===== src/rtl/frame_ctrl.sv =====
// frame_ctrl: frames 3-byte rx stream (rx_data/rx_ok), samples rd_data on reads, queues tx_start/tx_data, resyncs decoder via dec_rst_n on timeout, reports err_cnt/tx_ovf/frame_active
module frame_ctrl #(
  parameter logic [15:0] TIMEOUT_CYC = 16'd20000,
  parameter logic [7:0]  RD_LAT      = 8'd3,
  parameter logic [7:0]  ACK_BYTE    = 8'hA5
) (
  input  logic       clk,
  input  logic       rst,
  input  logic [7:0] rx_data,
  input  logic       rx_ok,
  input  logic [7:0] rd_data,
  input  logic       tx_busy,
  output logic       tx_start,
  output logic [7:0] tx_data,
  output logic       dec_rst_n,
  output logic       frame_active,
  output logic [7:0] err_cnt,
  output logic       tx_ovf
);
  typedef enum logic [1:0] {ST_ADDR, ST_D0, ST_D1, ST_RSYNC} state_t;
  state_t state, state_d;
  logic [1:0] rx_sr;
  logic [15:0] timer;
  logic [7:0] s_cnt, pend, last, q_byte;
  logic mode, r_cnt, s_act, valid, start_q;
  logic rise, fall, in_frame, tout, arm, ack, samp, q_req;
  logic unused;
  assign unused = ^rx_data[6:0];
  always_comb begin
    rise = rx_sr == 2'b01;
    fall = rx_sr == 2'b10;
    in_frame = state == ST_D0 || state == ST_D1;
    tout = in_frame && !rx_sr[0] && timer == TIMEOUT_CYC - 16'd1;
    samp = s_act && s_cnt == 8'd0;
    state_d = state;
    arm = 1'b0;
    ack = 1'b0;
    case (state)
      ST_ADDR: if (fall) begin
        state_d = ST_D0;
        arm = mode;
      end
      ST_D0: if (tout) state_d = ST_RSYNC;
      else if (fall) begin
        state_d = ST_D1;
        arm = mode;
      end
      ST_D1: if (tout) state_d = ST_RSYNC;
      else if (fall) begin
        state_d = ST_ADDR;
        ack = !mode;
      end
      ST_RSYNC: state_d = r_cnt ? ST_ADDR : ST_RSYNC;
    endcase
    q_req = samp || ack;
    q_byte = samp ? rd_data : ACK_BYTE;
    tx_start = valid && !tx_busy && !start_q;
    tx_data = tx_start ? pend : last;
    dec_rst_n = state != ST_RSYNC;
  end
  always_ff @(posedge clk or negedge rst) begin
    if (!rst) begin
      state <= ST_ADDR;
      rx_sr <= '0;
      timer <= '0;
      s_cnt <= '0;
      pend <= '0;
      last <= '0;
      mode <= 1'b0;
      r_cnt <= 1'b0;
      s_act <= 1'b0;
      valid <= 1'b0;
      start_q <= 1'b0;
      frame_active <= 1'b0;
      err_cnt <= '0;
      tx_ovf <= 1'b0;
    end else begin
      rx_sr <= {rx_sr[0], rx_ok};
      state <= state_d;
      if (state == ST_ADDR && rise) mode <= rx_data[7];
      r_cnt <= state == ST_RSYNC && !r_cnt;
      // the fall cycle that leaves ST_ADDR already counts as the first idle cycle
      timer <= (rx_sr[0] || tout || state == ST_RSYNC || (state == ST_ADDR && !fall)) ? '0 : timer + 16'd1;
      if (tout) s_act <= 1'b0;
      else if (arm) begin
        s_act <= 1'b1;
        s_cnt <= RD_LAT - 8'd1;
      end else if (s_act) begin
        s_act <= s_cnt != 8'd0;
        s_cnt <= s_cnt - 8'd1;
      end
      if (tout && err_cnt != 8'hFF) err_cnt <= err_cnt + 8'd1;
      frame_active <= in_frame;
      start_q <= tx_start;
      if (tx_start) last <= pend;
      if (q_req) pend <= q_byte;
      valid <= q_req || (valid && !tx_start);
      if (q_req && valid && !tx_start) tx_ovf <= 1'b1;
    end
  end
endmodule

===== config.mk =====
export PLATFORM = sky130hd
export DESIGN_NAME = frame_ctrl
export DESIGN_NICKNAME = d
export VERILOG_FILES = /design/src/rtl/frame_ctrl.sv
export SDC_FILE = /design/constraint.sdc
export NUM_CORES = 1
export LEC_CHECK = 0
export CORE_ASPECT_RATIO = 0.9
export CORE_MARGIN = 1.5
export CORE_UTILIZATION = 40
export DETAILED_ROUTE_END_ITERATION = 7
export PLACE_DENSITY = 0.63
export SLEW_MARGIN = 40
export SYNTH_ARGS = -nofsm -noshare
export SYNTH_HDL_FRONTEND = slang
export SYNTH_SLANG_ARGS = --single-unit
export TNS_END_PERCENT = 1

===== constraint.sdc =====
create_clock -name clk -period 2.5 [get_ports clk]
set_clock_uncertainty 0.2 [all_clocks]
set_input_delay 0.25 -clock clk [delete_from_list [all_inputs] [get_ports clk]]
set_output_delay 0.25 -clock clk [all_outputs]
set_load 0.01 [all_outputs]

Yosys cells after proc, flatten, opt, wreduce, memory -nomap -nowiden. Cells that the tools add are included.

$add $sub $neg: 3. Eq/ne operators: 11. Mux-type cells: 21. Bitwise operators: 1. Reductions and logical operators: 31.

Operators by type and width (count): 8-bit 2-to-1 mux (4); 16-bit by 1-bit adder with 16-bit output, second input constant (1); 16-bit by 15-bit equality test with 1-bit output, second input constant (1); 16-bit 2-to-1 mux (1); 1-bit logical AND (12); 2-bit 2-to-1 mux (6); 8-bit by 1-bit adder with 8-bit output, second input constant (1); 8-bit logical NOT (1); 1-bit 2-to-1 mux (8); 8-bit inequality test, second input constant (1); 2-bit case mux with 4 select lines (1); 8-bit nonzero test (1); 8-bit by 1-bit subtractor with 8-bit output, second input constant (1); 1-bit logical NOT (7); 2-bit equality test, second input constant (3); 1-bit logical OR (6); 3-bit inequality test, second input constant (2); 2-bit by 1-bit equality test with 1-bit output, second input constant (2); 2-bit inequality test, second input constant (2); 3-bit AND reduction (1); 2-bit logical NOT (1); 1-bit case mux with 2 select lines (1); 2-bit AND reduction (1); 2-bit nonzero test (1); 1-bit inverter (1).

Flip-flop bits (word level): 59. Bits of input ports: 20. Output and inout port bits: 20. Word-level logic and storage cells: 81.

Longest topological paths before layout. Gate-level depths: netlist of run 1.

Word-level depth: 9. Depth in mapped cells: 9. Gate-level depth less buffers: 7.

Least setup slack after synthesis of run 1. OpenSTA, ideal clock, no wires.

Kind: flip-flop to flip-flop. Start point: reg state[1]. End point: reg timer[10]. Arrival: 2026 ps. Slack: 202 ps. Stages on the path, launching flop included: 10. Buffers on the path: 3. Cell sequence: dfrtp_1 > inv_1 > ha_1 > and4b_1 > and4_1 > buf_6 > or4_1 > buf_2 > buf_6 > nor2_1.

Cells in the longest elaborated chain, start to end: 8. Elaborated cells on any way between the ends: 12. Classes of those cells: eq/ne (3); mux (1); reduce/logical (8).

RTL lines: from (decl) (RTL line 21) `state_t state, state_d;`; from (signal assigned) (RTL line 79) `state <= state_d;`; 2-bit by 1-bit equality test with 1-bit output / 2-bit equality test (equally long branches) (RTL line 32) `in_frame = state == ST_D0 || state == ST_D1;`; 1-bit logical OR * (RTL line 32); net in_frame (RTL line 26) `logic rise, fall, in_frame, tout, arm, ack, samp, q_req;`; 1-bit logical AND * (2 in a row) (RTL line 33) `tout = in_frame && !rx_sr[0] && timer == TIMEOUT_CYC - 16'd1;`; 1-bit logical OR * (3 in a row) (RTL line 83) `timer <= (rx_sr[0] || tout || state == ST_RSYNC || (state == ST_ADDR && !fall)) ? '0 : timer + 16'd1;`; 16-bit 2-to-1 mux * (RTL line 83); to (signal assigned) (RTL line 83); to (decl) (RTL line 23) `logic [15:0] timer;`.

The timed path passes the listed nets; every way through them passes the cells marked *. A chain may end at the register's enable or synchronous reset.

Worst setup path after layout of run 1.
Start point: reg start_q. End point: out tx_data[0].

Cells in the longest elaborated chain, start to end: 3.

RTL lines: from (decl) (RTL line 25) `logic mode, r_cnt, s_act, valid, start_q;`; from (signal assigned) (RTL line 94) `start_q <= tx_start;`; 1-bit logical NOT (RTL line 57) `tx_start = valid && !tx_busy && !start_q;`; 1-bit logical AND (RTL line 57); 8-bit 2-to-1 mux; to (decl) (RTL line 14) `output logic [7:0] tx_data,`.

No other way between the ends.

==> run summary, run 1 <==
Grt total ovfl: 0
Critical-path cell list: nor3b_2 -> buf_4 -> mux2_2 -> clkdlybuf4s50_1
Final #Nets: 336
Number of flops mapped to enable cells by yosys: 0
Register area share after synthesis: 0.532
Worst flop-to-flop path startpoint: state[1]
Total negative setup slack: 0 ns
Max-capacitance violation count: 0
Synthesized cell area: 2770 µm²
Crit path max fanout: 7
CTS clk-pin slew, worst paths: 0.07 ns
WS Path Type: flop to output pin
Max Clk Rate: 0.418 GHz
Number of setup violations in the final report: 0
Slowest CP cell: clkdlybuf4s50_1
Rel. slew slack: 0.560
Worst skew pair latency: 0.33 ns
Final worst-path cycle share: 0.958
Synthesis warning total: 0
Worst setup path startpoint: start_q
Pin count of the biggest net entering global routing: 33
Fraction of layout cells with a size suffix above 1: 0.121
Syn Nets: 293
Vias in the first global route: 1932
RSZ-0062 raised after global routing: false
Synthesis-stage register bit count: 59
Delay-heaviest family, CP: buffers and inverters
Number of setup buffers added after CTS: 0
Max Slew Vio Count: 0
Initial Util: 0.417
Synth-to-Final Area Change: 25.1%
Post-route ant nets: 0
Slowest Stage Delay on Critical Path: 0.48 ns
Max IR drop VDD: 541 µV
Drt first pass iters: 4
Dominant synthesized flop cell: dfrtp_1
WP data arrival: 1.94 ns
Top-count cell post-synth: dfrtp_1
CTS tree: built
Pwr Total: 3.31 mW
CTS sink count: 59
Power per cell area: 953 nW/µm²
Placed wire-length estimate: 3540 µm
Yosys top cell area share: 0.532
Overall routing resource usage: 0.154
Antenna violations before repair: 0
Synth async-reset ratio: 1.00
Final hold violations: 0
Drt wl/cell: 12.9 µm
GP Congestion: 0.823
Crit. End Element: output pin
WP buf/inv: 2
Average size of a mapped cell: 10.5 µm²
Die Wd: 90.8 µm
Final Util: 0.521
Hold_sp: rx_ok
Leak: 1.55 nW
Row cnt: 28
Worst Hold Class: input port to flop
Core footprint: 6660 µm²
Mapped Cells: 265
First DRT Iteration DRCs: 116
I/O pin cnt: 40
Outcome: completed
Distinct cells, synth: 41
Vias per cell: 5.04
Die footprint: 7440 µm²
Total vias in the final route: 2033
Area contributors post-synth: dfrtp_1, nor2_1, mux2_2, ha_1, xor2_1
Number of H-tree levels: 3
Non-filler cells, final: 403
First-pass GRT wire length: 8910 µm
Inserted Clock Buffers: 9
CTS root buffer: clkbuf_8
Port bufs: 32
Longest Clk Path Bufs: 2
DRC Markers: 0
Placed insts: 386
Commonest cells in the netlist: dfrtp_1, nor2_1, nand2_1, inv_1, mux2_2
ANT cells: 0
Yosys top cell by area: dfrtp_1
Worst-Margin Slew: 0.660 ns
CP required: 2.05 ns
Setup crit start kind: flop
Final min period: 2.39 ns
DIE HEIGHT: 82 µm
# fillers: 609
WL final: 5200 µm
cell type report:
cell class / count / area, µm² / area share
Clock inverter: 7 / 100 / 0.0288
Clock buffer: 9 / 124 / 0.0357
Multi-Input combinational cell: 184 / 1200 / 0.346
Sequential cell: 59 / 1480 / 0.425
Timing Repair Buffer: 40 / 403 / 0.116
Tap cell: 90 / 113 / 0.0324
Inverter: 14 / 52.6 / 0.0151
flip-flops by register name (all words and copies together) (netlist names), 2 cells and up:
signal,cells
err_cnt,8
last,8
pend,8
rx_sr,2
s_cnt,8
state,2
timer,16
stage by stage:
stage,area (µm²),hold slack (ns),setup WS [ns]
4_1_cts,3460,0.150,0.0730
2_1_floorplan,2770,-0.246,0.202
3_5_place_dp,3220,0.123,0.0588
5_1_grt,3470,0.163,0.00345
6_report,3470,0.166,0.106
3_3_place_gp,3220,0.120,0.0697
placed cells by master (no fill, tap or decap), drive strengths merged, types with 3 or more instances in the layout:
cell,instances
and4,3
ha,8
and2,4
or4,3
nand2,18
nor4,5
o21ai,8
clkdlybuf4s50,26
and3,5
o22ai,6
clkinv,4
nor2b,3
mux2,12
xnor2,9
nand2b,3
dlymetal6s2s,5
inv,15
clkbuf,9
a21oi,7
o31ai,3
dfrtp,59
nand3,11
buf,8
nor2,36
xor2,10
nand4,7
where the power goes:
part | internal [mW] | switching, mW | total, mW
clock network | 0.567 | 0.399 | 0.966
registers | 1.20 | 0.150 | 1.35
logic | 0.503 | 0.487 | 0.990
total | 2.27 | 1.04 | 3.31
worst paths after layout:
path,slack [ns],cells past startpoint,endpoint
min in group asynchronous,0.28,2,timer[4]
worst max register to register,0.21,7,timer[12]
worst min register to register,0.27,1,r_cnt
worst max-delay path,0.11,4,tx_data[0]
max in group asynchronous,1.23,3,pend[5]
worst min-delay path,0.17,1,rx_sr[0]
logic make-up after synthesis:
group	Yosys count	share of synthesized area
compound gates	36	0.0834
xor+xnor	19	0.0600
fa+ha+maj	8	0.0361
buf+inv	22	0.0361
flops	59	0.532
mux	14	0.0559
simple gates	107	0.196
repair_timing:
item	in CTS	in global routing
hold buffers	1	0
gates cloned	0	0
resized for setup	1	5
setup endpoints to repair	1	5
endpoints found under the hold margin	27	0
layer usage:
metal  up-vias  wire length [µm]  global-route usage
met4         0                41              0.0516
met5         -                 0                   0
met1       975              2490               0.195
met2        38              2450               0.246
li1       1016                 -                   -
met3         4               217              0.0583
Note: power is estimated with default switching activity, not from simulation.
==> run 2, diff against run 1 <==
--- a/config.mk
+++ b/config.mk
@@ -9,7 +9,7 @@
 export CORE_MARGIN = 1.5
 export CORE_UTILIZATION = 40
 export DETAILED_ROUTE_END_ITERATION = 7
-export PLACE_DENSITY = 0.63
+export PLACE_DENSITY = 0.7
 export SLEW_MARGIN = 40
 export SYNTH_ARGS = -nofsm -noshare
 export SYNTH_HDL_FRONTEND = slang
==> run summary, run 2 (synthesis gave the netlist of run 1 again) <==
Outcome: completed
Longest Clk Path Bufs: 2
Placed insts: 387
Crit. End Element: output pin
Leak: 1.54 nW
Die footprint: 7440 µm²
Overall routing resource usage: 0.160
Max reg flops: 16
Hold path cells: 1
Fraction of layout cells with a size suffix above 1: 0.127
Drt wl/cell: 13.0 µm
Max Clk Rate: 0.415 GHz
Pin count of the biggest net entering global routing: 29
CTS clk-pin slew, worst paths: 0.07 ns
Initial Util: 0.417
Commonest non-fill, non-tap cell in the layout: dfrtp_1
DRC Markers: 0
Synth-to-Final Area Change: 24.2%
Worst Hold Class: input port to flop
WP data arrival: 1.96 ns
DIE HEIGHT: 82 µm
Max IR drop VDD: 404 µV
Placed wire-length estimate: 3650 µm
CTS sink count: 59
Worst skew pair latency: 0.34 ns
Row cnt: 28
Total vias in the final route: 2035
WL final: 5250 µm
ANT cells: 0
Most frequent cells in the layout: dfrtp_1, nor2_1, clkdlybuf4s50_1
Final #Nets: 338
Grt total ovfl: 0
Number of H-tree levels: 3
Final worst-path cycle share: 0.964
Number of setup violations in the final report: 0
Max-capacitance violation count: 0
CTS tree: built
Final min period: 2.41 ns
Antenna violations before repair: 0
Vias in the first global route: 2017
Inserted Clock Buffers: 9
R2r worst-path depth: 6
Most flops, register: timer
CTS root buffer: clkbuf_8
GP Congestion: 0.762
Drt first pass iters: 4
CP required: 2.05 ns
I/O pin cnt: 40
Rel. slew slack: 0.533
Vias per cell: 5.02
Power per cell area: 930 nW/µm²
Post-route ant nets: 0
Die Wd: 90.8 µm
Pwr Total: 3.20 mW
Total negative setup slack: 0 ns
First-pass GRT wire length: 9230 µm
WS Path Type: flop to output pin
Max Slew Vio Count: 0
Final hold violations: 0
Crit path max fanout: 8
Non-filler cells, final: 405
First DRT Iteration DRCs: 96
Core footprint: 6660 µm²
RSZ-0062 raised after global routing: false
Port bufs: 32
Setup crit start kind: flop
Worst-Margin Slew: 0.694 ns
==> run 2: changes by cell type in the layout (fill, tap and decap cells not counted) <==
cell	change
buf_4	+2
clkinv_2	+2
clkinv_4	-2
clkinvlp_4	+2
buf_12	-1
buf_6	+1
bufinv_16	-1
inv_6	-1
==> run 2: what timing repair did <==
action,CTS,global route
hold buffers,1,0
endpoints found under the setup margin,7,7
gates cloned,0,0
resized for setup,1,6
buffers inserted,1,0
hold endpoints to repair,26,0
==> run 2: metrics by stage <==
stage / area [µm²] / hold WS, ns / worst slack (ns) / util
after floorplan: 2770 / -0.246 / 0.202 / -
after global placement: 3210 / 0.0968 / 0.0718 / 0.483
after detailed placement: 3210 / 0.112 / 0.0121 / 0.483
after CTS: 3430 / 0.134 / 0.0550 / 0.515
after global routing: 3450 / 0.140 / 0.00105 / 0.518
final: 3450 / 0.153 / 0.0898 / 0.518
==> run 2: area by class of cell <==
cell class              count  area [µm²]
multi-input cells         184        1200
repair buffers             42         409
clock inverters             7        68.8
inverters                  14        52.6
flip-flops and latches     59        1480
fillers                   616        3210
well taps                  90         113
clock buffers               9         124
==> run 2: critical path, stage by stage, from the launching register on <==
cell             delay (ns)
dfrtp_1                0.39
nor3b_2                0.23
buf_6                  0.18
mux2_2                 0.34
clkdlybuf4s50_1        0.48
==> run 2: per-layer routing <==
layer | track usage | part of all wire
met2 | 0.262 | 0.48
met5 | 0 | 0
met3 | 0.0593 | 0.039
met4 | 0.0516 | 0.012
met1 | 0.197 | 0.47
==> run 2: worst paths after layout <==
| check | start | end | slack, ns |
|---|---|---|---|
| worst max-delay path | start_q | tx_data[6] | 0.09 |
| worst min-delay path | rx_ok | rx_sr[0] | 0.15 |
| worst max register to register | timer[0] | s_cnt[6] | 0.22 |
| worst min register to register | r_cnt | r_cnt | 0.26 |
| max in group asynchronous | rst | s_cnt[7] | 1.15 |
| min in group asynchronous | rst | state[0] | 0.28 |
==> run 2: power by group <==
group          switching, mW  leakage (nW)  total [mW]  internal (mW)
sequential             0.158         0.749        1.36           1.20
combinational          0.494         0.695        1.00          0.509
clock                  0.384        0.0950       0.840          0.455
total                   1.04          1.54        3.20           2.17
